### src/rtl/sram_sync_1r1w.sv
// Simple dual-port synchronous SRAM: one registered read port and one masked
// write port on a single clock. Contents and read register are not reset.
module sram_sync_1r1w #(
    parameter int WIDTH          = 16,
    parameter int DEPTH          = 256,
    parameter int WRITE_GRANULE  = WIDTH,
    parameter int R2W_FORWARDING = 0,
    parameter int W_ADDR         = $clog2(DEPTH),
    parameter int N_GRAN         = WIDTH / WRITE_GRANULE
) (
    input  logic              clk,
    input  logic              i_ren,
    input  logic [W_ADDR-1:0] i_raddr,
    output logic [WIDTH-1:0]  o_rdata,
    input  logic              i_wen,
    input  logic [W_ADDR-1:0] i_waddr,
    input  logic [WIDTH-1:0]  i_wdata,
    input  logic [N_GRAN-1:0] i_wmask
);

    logic [WIDTH-1:0] r_mem [DEPTH];
    logic [WIDTH-1:0] r_rdata;
    logic [WIDTH-1:0] w_rd_next;
    logic             w_fwd;

    assign w_fwd = (R2W_FORWARDING != 0) && i_wen && (i_raddr == i_waddr);

    always_comb begin
        w_rd_next = r_mem[i_raddr];
        if (w_fwd) begin
            for (int g = 0; g < N_GRAN; g++) begin
                if (i_wmask[g]) begin
                    w_rd_next[g*WRITE_GRANULE +: WRITE_GRANULE] =
                        i_wdata[g*WRITE_GRANULE +: WRITE_GRANULE];
                end
            end
        end
    end

    always_ff @(posedge clk) begin
        if (i_wen) begin
            for (int g = 0; g < N_GRAN; g++) begin
                if (i_wmask[g]) begin
                    r_mem[i_waddr][g*WRITE_GRANULE +: WRITE_GRANULE] <=
                        i_wdata[g*WRITE_GRANULE +: WRITE_GRANULE];
                end
            end
        end
    end

    // Read register only moves on a read, so the output holds otherwise.
    always_ff @(posedge clk) begin
        if (i_ren) begin
            r_rdata <= w_rd_next;
        end
    end

    assign o_rdata = r_rdata;

endmodule

### src/rtl/fifo_sram_sync.sv
// Show-ahead synchronous FIFO built on a 1R1W SRAM; the SRAM read register
// acts as the head entry, giving a capacity of DEPTH+1.
module fifo_sram_sync #(
    parameter int WIDTH   = 16,
    parameter int DEPTH   = 256,
    parameter int W_ADDR  = $clog2(DEPTH),
    parameter int W_LEVEL = $clog2(DEPTH + 2)
) (
    input  logic               clk,
    input  logic               rst,
    input  logic [WIDTH-1:0]   w_data,
    input  logic               w_push,
    output logic               w_full,
    output logic [WIDTH-1:0]   r_data,
    input  logic               r_pop,
    output logic               r_empty,
    output logic [W_LEVEL-1:0] level
);

    localparam logic [W_LEVEL-1:0] L_DEPTH = W_LEVEL'(DEPTH);

    logic [W_ADDR-1:0]  r_wptr;
    logic [W_ADDR-1:0]  r_rptr;
    logic [W_LEVEL-1:0] r_mem_count;
    logic               r_head_valid;

    logic w_push_ok;
    logic w_pop_ok;
    logic w_ren;

    assign w_full    = (r_mem_count == L_DEPTH);
    assign r_empty   = !r_head_valid;
    assign level     = r_mem_count + W_LEVEL'(r_head_valid);

    assign w_push_ok = w_push && !w_full;
    assign w_pop_ok  = r_pop && r_head_valid;

    // Refill the head whenever it is vacant or being consumed this cycle.
    assign w_ren = (r_mem_count != '0) && (!r_head_valid || w_pop_ok);

    always_ff @(posedge clk or posedge rst) begin
        if (rst) begin
            r_wptr       <= '0;
            r_rptr       <= '0;
            r_mem_count  <= '0;
            r_head_valid <= 1'b0;
        end else begin
            if (w_push_ok) begin
                r_wptr <= r_wptr + 1'b1;
            end
            if (w_ren) begin
                r_rptr <= r_rptr + 1'b1;
            end
            r_mem_count <= r_mem_count
                         + W_LEVEL'(w_push_ok)
                         - W_LEVEL'(w_ren);
            if (w_ren) begin
                r_head_valid <= 1'b1;
            end else if (w_pop_ok) begin
                r_head_valid <= 1'b0;
            end
        end
    end

    sram_sync_1r1w #(
        .WIDTH          (WIDTH),
        .DEPTH          (DEPTH),
        .WRITE_GRANULE  (WIDTH),
        .R2W_FORWARDING (0),
        .W_ADDR         (W_ADDR)
    ) u_sram (
        .clk     (clk),
        .i_ren   (w_ren),
        .i_raddr (r_rptr),
        .o_rdata (r_data),
        .i_wen   (w_push_ok),
        .i_waddr (r_wptr),
        .i_wdata (w_data),
        .i_wmask (1'b1)
    );

endmodule

### config.mk
export PLATFORM = sky130hd
export DESIGN_NAME = fifo_sram_sync
export DESIGN_NICKNAME = d
export VERILOG_FILES = /design/src/rtl/sram_sync_1r1w.sv /design/src/rtl/fifo_sram_sync.sv
export SDC_FILE = /design/constraint.sdc
export NUM_CORES = 2
export LEC_CHECK = 0
export BUFFER_PORTS_ARGS = -buffer_cell sky130_fd_sc_hd__buf_2
export CAP_MARGIN = 20
export CORE_AREA = 2 2 569 571
export CTS_CLUSTER_SIZE = 30
export DETAILED_ROUTE_END_ITERATION = 7
export DIE_AREA = 0 0 571 573
export GPL_TIMING_DRIVEN = 0
export HOLD_SLACK_MARGIN = 0.08
export SYNTH_ARGS = -nofsm -noshare
export SYNTH_HDL_FRONTEND = slang
export SYNTH_HIERARCHICAL = 1
export SYNTH_SLANG_ARGS = --single-unit
### constraint.sdc
create_clock -name clk -period 3.9 [get_ports clk]
set_clock_uncertainty 0.1 [all_clocks]
set_input_delay 0.195 -clock clk [delete_from_list [all_inputs] [get_ports clk]]
set_output_delay 0.195 -clock clk [all_outputs]
set_load 0.005 [all_outputs]
Yosys cells after proc, flatten, opt, wreduce, memory -nomap -nowiden
Memory sizes are Yosys's and may differ from the RTL's. A register that Yosys moved wholly into a read port is not among the register bits.
Cells that the tools add are included.

operators by class
  add/sub/neg operators = 5
  equality and inequality tests = 1
  multiplexer cells = 4
  reductions and logical operators = 8

operator list
  cell                                          count
  adder 9 x 1 -> 9 bit                          2
  adder 8 x 1 -> 8 bit (second input constant)  2
  equality test 9 bit (second input constant)   1
  nonzero test 9 bit                            1
  subtractor 9 x 1 -> 9 bit                     1
  2-to-1 mux 1 bit                              4
  logical AND 1 bit                             3
  logical NOT 1 bit                             2
  nonzero test 2 bit                            1
  logical OR 1 bit                              1

storage, ports and cells
  flip-flop bits (word level) = 26
  memory bits (writable) = 4096
  input port bits = 20
  output and inout port bits = 27
  word-level logic and storage cells = 23
  memories = 1

memory list
  memory        depth  width  rd ports  clocked after memory_dff  write ports  line                  text
  u_sram.r_mem  256    16     1         1                         1            sram_sync_1r1w.sv:21  logic [WIDTH-1:0] r_mem [DEPTH];

Logic depth before layout (Yosys ltp)
  word-level depth = 5
  depth in mapped cells = 15
  depth with buffers taken out = 15

Cells and area by module
The synthesis kept the hierarchy.

by module, submodules not included
  module          instances  cells each  area an instance (um2)  seq. area each (um2)
  sram_sync_1r1w  1          7358        158406.9                123478.4
  fifo_sram_sync  1          149         1624.1                  650.6

Worst setup path after synthesis
OpenSTA, ideal clock, no wires.

  path type = register to register
  start = reg r_mem_count[4]
  end = mem u_sram.r_mem[112][0], enable pin
  library setup time = 0.388 ns
  arrival = 2.939 ns
  data required time = 3.412 ns
  setup slack = 0.473 ns
  stages on the path, launching flop included = 11
  buffers on the path = 3
  period minus slack after synthesis = 3.427 ns
  cells stage by stage = dfrtp_1 inv_1 ha_1 and2_4 a41oi_4 and2_1 clkbuf_1 clkbuf_1 nand3_1 clkbuf_1 nor2_1

on the way
  cells in the longest elaborated chain, start to end = 5

ends and longest elaborated chain
  element                                 line                  text
  from (decl)                             fifo_sram_sync.sv:24  logic [W_LEVEL-1:0] r_mem_count;
  from (signal assigned)                  fifo_sram_sync.sv:54  r_mem_count <= r_mem_count
  equality test 9 bit                     fifo_sram_sync.sv:31  assign w_full = (r_mem_count == L_DEPTH);
  logical NOT 1 bit                       fifo_sram_sync.sv:35  assign w_push_ok = w_push && !w_full;
  logical AND 1 bit                       fifo_sram_sync.sv:35
  via w_push_ok                           fifo_sram_sync.sv:27  logic w_push_ok;
  2-to-1 mux 1 bit                        sram_sync_1r1w.sv:41  if (i_wen) begin
  2-to-1 mux 1 bit (not written as such)  sram_sync_1r1w.sv:44  r_mem[i_waddr][g*WRITE_GRANULE +: WRITE_GRANULE] <=
  to (decl)                               sram_sync_1r1w.sv:21

The timed path passes the listed nets, and every way through them passes these cells.

==> results.py <==
metrics = {
    "status": {
        "outcome": "finished with violations",
        "failed_checks": "setup timing",
    },
    "global_route": {
        "grt_usage": 0.3224,
        "antenna_found_initial": 21,
        "grt_pass1_vias": 83677,
        "gr-total-overflow": 0,
        "grt_pass1_wl_um": 712900,
        "grt_max_degree": 165,
    },
    "setup_path": {
        "critPathMaxStageDelay_ns": 0.47,
        "crit_family": "simple AND/OR/NAND/NOR gates",
        "path_buf_inv": 4,
        "cp_common_cell": "buf_6",
        "path_max_fanout": 10,
        "cp_slowest_cell": "nor4_4",
        "start_kind": "flop",
        "crit_path_cell_trace": "buf_6, buf_6, buf_8, buf_6, mux2i_1, o221ai_2, o22ai_1, nor3_2, or3_1, nand4_1, nor4_4",
        "endpoint_kind": "flop",
        "required_ns": 4.55,
        "rrSetupSlack_ns": -0.12,
        "r2r_end": "u_sram/o_rdata[2]",
        "r2r_start": "r_rptr[0]",
        "cp_data_arrival_time_ns": 4.67,
        "reg2reg_depth": 11,
        "path_class": "flop to flop",
    },
    "floorplan": {
        "core_um2": 320400,
        "num_rows": 208,
        "die_area_um2": 327200,
        "initial_core_util": 0.4995,
        "fp.dieH_um": 573,
        "io_pins": 47,
        "die_w_um": 571,
    },
    "synthesis": {
        "yosys.area_share.simple": 0.01686,
        "synth_compound_area_frac": 0.03701,
        "synth_xor_area_frac": 0.001587,
        "synth-seq-cells": 4138,
        "synth.mux.area_fraction": 0.1494,
        "syn_nets": 7550,
        "synth_top_family_by_area": "multiplexers",
        "synth_fa_ha_area_frac": 0.001845,
        "synth_top_area_share": 0.7716,
        "synth_area_leaders": "edfxtp_1 77%, mux4_2 11%, mux2i_1 3.9%",
        "synth-seq-area-share": 0.7757,
        "synthFlopType": "edfxtp_1",
        "yosysTopAreaCell": "edfxtp_1",
        "synthCells": 7507,
        "yosysWarnings": 6,
        "async_flop_share": 0.006283,
        "synth_common_cells": "4,112 x edfxtp_1, 781 x mux4_2, 621 x mux2i_1",
        "synth_most_common_cell": "edfxtp_1",
        "ys_types": 64,
        "avgSynthCellArea_um2": 21.32,
        "synth-edff-count": 4112,
        "synth.cell_area_um2": 160000,
    },
    "power": {
        "p_per_area_nw_per_um2": 724.9,
        "peakVddDrop_uv": 494.5,
        "leakage_nw": 60.31,
    },
    "final_layout": {
        "multi_input_area_um2": 35590,
        "syn_to_final_growth_pct": 18.13,
        "ff_latch_area_um2": 124100,
        "final_layout_size_suffix_gt1_frac": 0.2966,
        "nFillCells": 22954,
        "instances_no_fill": 13001,
        "postLayoutCoreUtil": 0.5901,
        "nets": 8390,
    },
    "detailed_routing": {
        "drcViolationCount": 0,
        "via_per_inst": 6.657,
        "drt-wirelength-per-cell_um": 40.81,
        "route.vias.total": 86553,
        "drt_iter0_drc": 13789,
        "firstDrtPassIters": 6,
        "antenna_left": 0,
        "wl_um": 530600,
    },
    "timing": {
        "fin_crit_ns": 4.022,
        "setup_ws_ns": -0.1217,
        "timing.hold.ws_ns": 0.1960,
        "fin_setup_tns_ns": -0.6179,
        "period_share": 1.031,
        "hold_violations": 0,
        "rsz0062_at_grt": "yes",
        "setup_viol": 10,
        "slew_headroom": 0.2175,
        "worst_pin_slew_ns": 1.174,
        "slew_viol_final": 0,
        "fmax_mhz": 248.7,
    },
    "hold_path": {
        "hold_end": "u_sram/r_mem[31][0]",
        "hold_class": "input pin to flop",
        "worstHoldStart": "w_data[0]",
        "min_path_cells": 2,
    },
    "placement": {
        "gp_congestion": 1.015,
        "placedCellCount": 12165,
        "port_buffers": 46,
        "hpwl_um": 365900,
    },
    "job": {
        "cap_violations": 0,
    },
    "clock_network": {
        "clk_pin_slew_ns": 0.06,
        "cts_sinks": 4138,
        "cts_inserted_buffers": 419,
        "cts_tree": "yes",
        "insertion_delay_ns": 1.00,
        "htree_levels": 5,
        "clk_path_buf_depth": 4,
        "cts_root_buffer": "clkbuf_16",
    },
}
[cells in the final DEF, fill, tap and decap left out, types with 16 or more instances in the layout]
cell           instances
a21oi_1              137
buf_2                 67
buf_12                51
buf_4                 95
clkinv_1              93
bufinv_16             29
nand4_1               32
nand3_1               27
clkinv_2              75
o22ai_1              165
o221ai_2              29
dlygate4sd3_1         28
a22oi_1               88
buf_8                237
nand2_1               59
buf_6                 89
mux2i_1              621
dfrtp_1               25
nor2_4               106
nor3_4                24
clkbuf_16            426
clkbuf_4              31
edfxtp_1            4112
nor2_2               160
o21ai_0               48
clkbuf_8              16
o21ai_2               19
mux4_2               781
inv_1                 20
clkbuf_2              74
nor3_1                35
nor2_1                45
nor3_2                35
clkbuf_1             176
ha_1                  22
o221ai_1             238
a22o_1                16
buf_16                93
xnor2_1               25
[registers in the layout (all words and copies together) (netlist names)]
signal,cells
r_wptr,8
u_sram/r_mem,4096
r_head_valid,1
u_sram/o_rdata,16
r_rptr,8
r_mem_count,9
[kinds of logic after synthesis]
logic type,after synthesis
AOI/OAI and AO/OA,831
xor gates and xnor gates,29
adders and majority gates,23
buffers and inverters,472
DFF,4138
muxes,1411
other,1
and+or+nand+nor,602
[routing by layer]
layer / routed length [um] / vias up / track usage
li1: - / 33550 / -
met1: 193700 / 46256 / 0.4297
met2: 243200 / 5564 / 0.4903
met3: 54890 / 1175 / 0.06709
met4: 38420 / 8 / 0.1979
met5: 379 / - / 0
[final cells by class]
type / count / area share
Clock inverter: 233 / 0.01116
Tap cell: 4305 / 0.02849
Antenna cell: 5 / 0.00006618
Timing Repair Buffer: 422 / 0.03641
Sequential cell: 4138 / 0.6566
Multi-Input combinational cell: 2897 / 0.1883
Buffer: 446 / 0.02011
Inverter: 23 / 0.0004964
Clock buffer: 532 / 0.05838
[worst max-delay path by stage]
stage                   startpoint                    to  slack, ns  depth (start not counted)
detailed placement       r_rptr[4]    u_sram/o_rdata[14]      -2.16                          9
floorplan           r_mem_count[4]  u_sram/r_mem[112][0]       0.47                         10
global route             r_rptr[0]    u_sram/o_rdata[11]      -0.05                         12
CTS                      r_rptr[0]    u_sram/o_rdata[14]      -0.02                         12
global placement         r_rptr[2]     u_sram/o_rdata[7]      -3.09                          8
finish                   r_rptr[0]     u_sram/o_rdata[2]      -0.12                         11
[where the power goes]
part           total [W]  internal (W)  leakage (nW)  switching [W]
Combinational     0.0483        0.0169          16.6         0.0314
Sequential        0.0498        0.0494          37.3       0.000326
Clock             0.0390        0.0220          6.41         0.0170
Total              0.137        0.0883          60.3         0.0487
[stage by stage]
step	setup WS (ns)	instance area [um^2]	power (W)
after floorplan	0.4728	160000	0.07433
after global placement	-3.092	165600	0.09405
after detailed placement	-2.161	172300	0.09498
after CTS	-0.01990	188600	0.1360
after global routing	-0.04532	189000	0.1396
final	-0.1217	189000	0.1370
[what timing repair did]
action | in CTS | in global routing
hold buffers | 28 | 0
setup buffers | 37 | 2
hold endpoints to repair | 2982 | 0
gates resized for setup | 652 | 87
pin swaps | 50 | 15
setup endpoints to repair | 3861 | 508
(Power assumes the default switching activity.)
